[config.mk]
export PLATFORM = sky130hd
export DESIGN_NAME = apr_event_ctl
export DESIGN_NICKNAME = d
export VERILOG_FILES = /design/src/rtl/apr_event_pkg.sv /design/src/rtl/apr_event_chan.sv /design/src/rtl/apr_event_ctl.sv
export SDC_FILE = /design/constraint.sdc
export NUM_CORES = 1
export LEC_CHECK = 0
export CORE_UTILIZATION = 47
export DETAILED_ROUTE_END_ITERATION = 8
export GPL_ROUTABILITY_DRIVEN = 1
export PLACE_DENSITY_LB_ADDON = 0.3
export SYNTH_ARGS = -nofsm -noshare
export SYNTH_HDL_FRONTEND = slang
export SYNTH_SLANG_ARGS = --single-unit
export TNS_END_PERCENT = 100
[constraint.sdc]
create_clock -name clk -period 4.3 [get_ports clk]
set_clock_uncertainty 0.1 [all_clocks]
set_input_delay 1.29 -clock clk [delete_from_list [all_inputs] [get_ports clk]]
set_output_delay 1.29 -clock clk [all_outputs]
set_load 0.01 [all_outputs]
[src/rtl/apr_event_pkg.sv]
// Shared types and constants for the APR event controller.
package apr_event_pkg;

   typedef enum logic [1:0] {
      IDLE     = 2'd0,
      REQ      = 2'd1,
      SERVICED = 2'd2
   } apr_state_t;

   localparam int PIA_W_DEF = 3;
   localparam int NCHAN_MAX = 16;

endpackage

[src/rtl/apr_event_chan.sv]
// One APR event channel: edge/level detect, sticky flag, interrupt enable.
// Optional overrun tracking when APR_EVENT_OVERRUN_EN is defined.
module apr_event_chan #(
   parameter bit EDGE = 1'b0
) (
   input  logic clk,
   input  logic rst,
   input  logic armed,
   input  logic evt,
   input  logic en,
   input  logic dis,
   input  logic set,
   input  logic clr,
   output logic flag,
`ifdef APR_EVENT_OVERRUN_EN
   output logic ovr,
`endif
   output logic int_en
);

   logic evt_q;
   logic hit;

   // Event condition; edge channels stay quiet on the first clock after reset
   always_comb begin
      hit = EDGE ? (evt & ~evt_q & armed) : evt;
   end

   // Sticky flag (event beats clear), enable (enable beats disable), edge history
   always_ff @(posedge clk or posedge rst) begin
      if (rst) begin
         evt_q  <= 1'b0;
         flag   <= 1'b0;
         int_en <= 1'b0;
      end else begin
         evt_q  <= evt;
         flag   <= hit | set | (flag & ~clr);
         int_en <= en | (int_en & ~dis);
      end
   end

`ifdef APR_EVENT_OVERRUN_EN
   // Overrun: a new event while the flag is still pending
   always_ff @(posedge clk or posedge rst) begin
      if (rst) begin
         ovr <= 1'b0;
      end else begin
         ovr <= (hit & flag) | (ovr & ~clr);
      end
   end
`endif

endmodule

[src/rtl/apr_event_ctl.sv]
// APR event controller: per-channel flags, priority encode and PI request FSM.
// Optional overrun outputs are built when APR_EVENT_OVERRUN_EN is defined.
module apr_event_ctl
   import apr_event_pkg::*;
#(
   parameter int               NCHAN     = 8,
   parameter logic [NCHAN-1:0] EDGE_MASK = '0,
   parameter int               PIA_W     = PIA_W_DEF
) (
   input  logic             clk,
   input  logic             RESET,
   input  logic [NCHAN-1:0] evt_in,
   input  logic             sel_en,
   input  logic             sel_dis,
   input  logic             sel_set,
   input  logic             sel_clr,
   input  logic [NCHAN-1:0] ebus_data,
   input  logic             load_pia,
   input  logic [PIA_W-1:0] pia_in,
   input  logic             intr_ack,
   output logic [NCHAN-1:0] flags,
   output logic [NCHAN-1:0] int_en,
   output logic             intr_req,
   output logic [PIA_W-1:0] intr_pia,
   output logic [3:0]       intr_chan,
`ifdef APR_EVENT_OVERRUN_EN
   output logic [NCHAN-1:0] ovr,
`endif
   output logic             any_err
);

   apr_state_t             state;
   apr_state_t             state_nxt;
   logic                   armed;
   logic [3:0]             svc_chan;
   logic [NCHAN-1:0]       pend;
   logic [NCHAN_MAX-1:0]   pend_ext;
   logic                   any_pend;
   logic                   pia_on;

   for (genvar i = 0; i < NCHAN; i++) begin : g_chan
      apr_event_chan #(.EDGE(EDGE_MASK[i])) u_chan (
         .clk    (clk),
         .rst    (RESET),
         .armed  (armed),
         .evt    (evt_in[i]),
         .en     (sel_en & ebus_data[i]),
         .dis    (sel_dis & ebus_data[i]),
         .set    (sel_set & ebus_data[i]),
         .clr    (sel_clr & ebus_data[i]),
         .flag   (flags[i]),
`ifdef APR_EVENT_OVERRUN_EN
         .ovr    (ovr[i]),
`endif
         .int_en (int_en[i])
      );
   end

   // Pending vector and lowest-numbered pending channel
   always_comb begin
      pend      = flags & int_en;
      pend_ext  = NCHAN_MAX'(pend);
      any_pend  = |pend;
      pia_on    = |intr_pia;
      intr_chan = 4'd0;
      for (int i = NCHAN - 1; i >= 0; i--) begin
         intr_chan = pend[i] ? 4'(i) : intr_chan;
      end
   end

   // Request FSM next state; SERVICED holds off new requests until its channel clears
   always_comb begin
      state_nxt = state;
      case (state)
         IDLE: begin
            state_nxt = (any_pend && pia_on) ? REQ : IDLE;
         end
         REQ: begin
            if (!any_pend || !pia_on) begin
               state_nxt = IDLE;
            end else if (intr_ack) begin
               state_nxt = SERVICED;
            end else begin
               state_nxt = REQ;
            end
         end
         SERVICED: begin
            state_nxt = pend_ext[svc_chan] ? SERVICED : IDLE;
         end
         default: begin
            state_nxt = IDLE;
         end
      endcase
   end

   // State, registered request, PI assignment, serviced-channel latch and summary error
   always_ff @(posedge clk or posedge RESET) begin
      if (RESET) begin
         state    <= IDLE;
         intr_req <= 1'b0;
         intr_pia <= '0;
         svc_chan <= 4'd0;
         any_err  <= 1'b0;
         armed    <= 1'b0;
      end else begin
         state    <= state_nxt;
         intr_req <= (state_nxt == REQ);
         any_err  <= |flags;
         armed    <= 1'b1;
         if (load_pia) begin
            intr_pia <= pia_in;
         end
         if ((state == REQ) && (state_nxt == SERVICED)) begin
            svc_chan <= intr_chan;
         end
      end
   end

endmodule

==> results.cfg <==
[power]
leakagePower_uw = 0.000735
p_total_uw = 670
power_density_nw_per_um2 = 372
vdd_drop_max_mv = 0.300

[detailed_routing]
vias_per_cell = 5.74
num_vias = 1067
drt-initial-drc-count = 28
drt_wl_total_mm = 2.97
drtPass1Iterations = 4
post-route-drc-count = 0
routedWlPerCell_um = 16.0
ant_nets = 0

[clock_network]
hold_buffers = 0
clk_path_buf_depth = 2
cts-root-buf = clkbuf_4
ctsResizeCount = 0
cts-buffers-inserted = 3
cts_max_level = 1
clock_latency_ns = 0.33
cts.sinks = 26
cts.clk_slew.worst_paths_ns = 0.14
cts_tree = built
post_cts_buffers = 0

[critical_path]
rrSetupSlack_ns = 2.48
cp.arrival_ns = 1.94
crit_path_end = intr_chan[2]
ff2ff_path_depth = 4
r2r_end = svc_chan[2]
required_ns = 2.91
crit_type = reg2out
start_kind = flip-flop
startpoint = g_chan[3].u_chan.flag
cp-end-kind = output pin
r2r_start = g_chan[6].u_chan.flag
path_max_fanout = 6

[floorplan]
die_area_sq_um = 3130
die_w_um = 55.9
die_h_um = 55.9
core_area_sq_um = 2760
start_util_pct = 49.6
placementRows = 19
io_pins = 52

[placement]
dpl-instance-area_sq_um = 1760
hpwl_mm = 2.27
gp_congestion = 0.859
placed_cells = 182
port_buffers = 50

[yosys]
synth_cell_types = 26
async_reset_ff_share_pct = 100
synthTopCellsByCount = dfrtp_1, nand2_1, buf_4, a221o_1, a22o_1
syn_area_per_cell_sq_um = 11.2
synthesis.area_sq_um = 1370
ys_ff_latch = 26
yosysSeqAreaShare_pct = 47.6
synth_nets = 149
synth_top_flop_cell = dfrtp_1
synth_top_area_share_pct = 47.6
synth_edf_count = 0
yosys-top-cells-area = dfrtp_1, buf_4, nand2_1, a221o_1, a22o_1
yosys.area.top_type = dfrtp_1
yosysWarnings = 0
syn_inst = 122

[sta]
rsz0062_at_grt = false
setup_tns_ns = 0
setup_viol = 0
worstMarginPinSlew_ns = 0.955
slew_headroom_pct = 36.3
period_needed_ns = 3.33
post-route-period-util_pct = 77.5
timing.fmax_ghz = 0.300
final_max_slew_viol_count = 0
hold_violations = 0

[flow_run]
max-cap-violations = 0

[grt]
grt_overflow = 0
grt_start_max_net_pins = 27
grt_pass1_wl_mm = 4.89
grt_pass1_vias = 1039
track_usage_pct = 20.5
antenna_found_initial = 0

[layout]
drive_gt1_share_pct = 12.3
stdcell_count = 186
areaGrowthSynthToFinish_pct = 31.7
fin_nets = 183
antenna_cells = 0
final_area_sq_um = 1800

[outcome]
run_status = complete, no violations

[worst_hold_path]
min_path_type = reg2reg
[how the worst min path moves through the flow]
stage	to	slack (ns)	cells after the start	from
final	state[0]	0.42	1	state[1]
after CTS	state[0]	0.41	1	state[1]
after global placement	state[0]	0.37	1	state[1]
after detailed placement	state[0]	0.40	1	state[1]
after floorplan	intr_req	0.35	1	state[1]
after global routing	state[0]	0.43	1	state[1]
[layout by cell type (no fill, tap or decap), types with 3 or more instances in the layout]
cell type        count
dfrtp_1             26
nand2_1             26
mux2_2               4
clkbuf_4             3
mux2_4               3
a221o_1              8
clkdlybuf4s50_1     50
a22o_4               3
a22o_1               8
[layout make-up]
cell class,count,area [sq um]
tap,31,38.8
clock buffer,4,36.3
multi-input combinational,74,571
timing repair buffer,50,500
sequential,26,651
inverter,1,3.75
fill,236,957
[report_power, final]
part	leakage [uW]	switching, uW	total (uW)	internal, uW
combinational	0.000428	76.7	217	140
sequential	0.000286	42.7	328	285
clock	0.0000210	73.3	125	51.9
total	0.000735	193	670	477
[registers in the layout, indices dropped and copies added (netlist names)]
| register | count |
|---|---|
| g_chan.u_chan.int_en | 8 |
| intr_pia | 3 |
| intr_req | 1 |
| g_chan.u_chan.flag | 8 |
| state | 2 |
| svc_chan | 3 |
| any_err | 1 |
[logic make-up (layout without fill, tap and decap cells)]
logic type	Yosys count	in the layout	share of synthesized area (%)
AO/OA/AOI/OAI	26	26	18.8
buffers and inverters	22	55	10.7
multiplexers	9	9	9.88
other	1	1	0.274
AND/OR/NAND/NOR	38	38	12.7
flip-flops	26	26	47.6
[per-layer routing]
metal | GRT usage (%) | vias up | share of wire [%]
li1 | - | 507 | -
met5 | 0 | - | 0
met2 | 34.1 | 39 | 49
met1 | 26.3 | 516 | 45
met4 | 9.41 | 0 | 1.8
met3 | 3.26 | 5 | 4.9
[through the flow]
step	setup WS, ns	hold WS (ns)	util [%]
global placement	1.38	0.369	64.0
global route	0.852	0.433	65.3
finish	0.967	0.417	65.3
CTS	0.951	0.412	65.3
detailed placement	1.33	0.402	64.0
floorplan	1.90	0.354	-
[critical path, stage by stage, from the launching register on]
cell	delay [ns]
dfrtp_1	0.48
a22o_4	0.26
nor3_1	0.28
clkdlybuf4s50_1	0.60
Power figures use the tool's default switching activity.
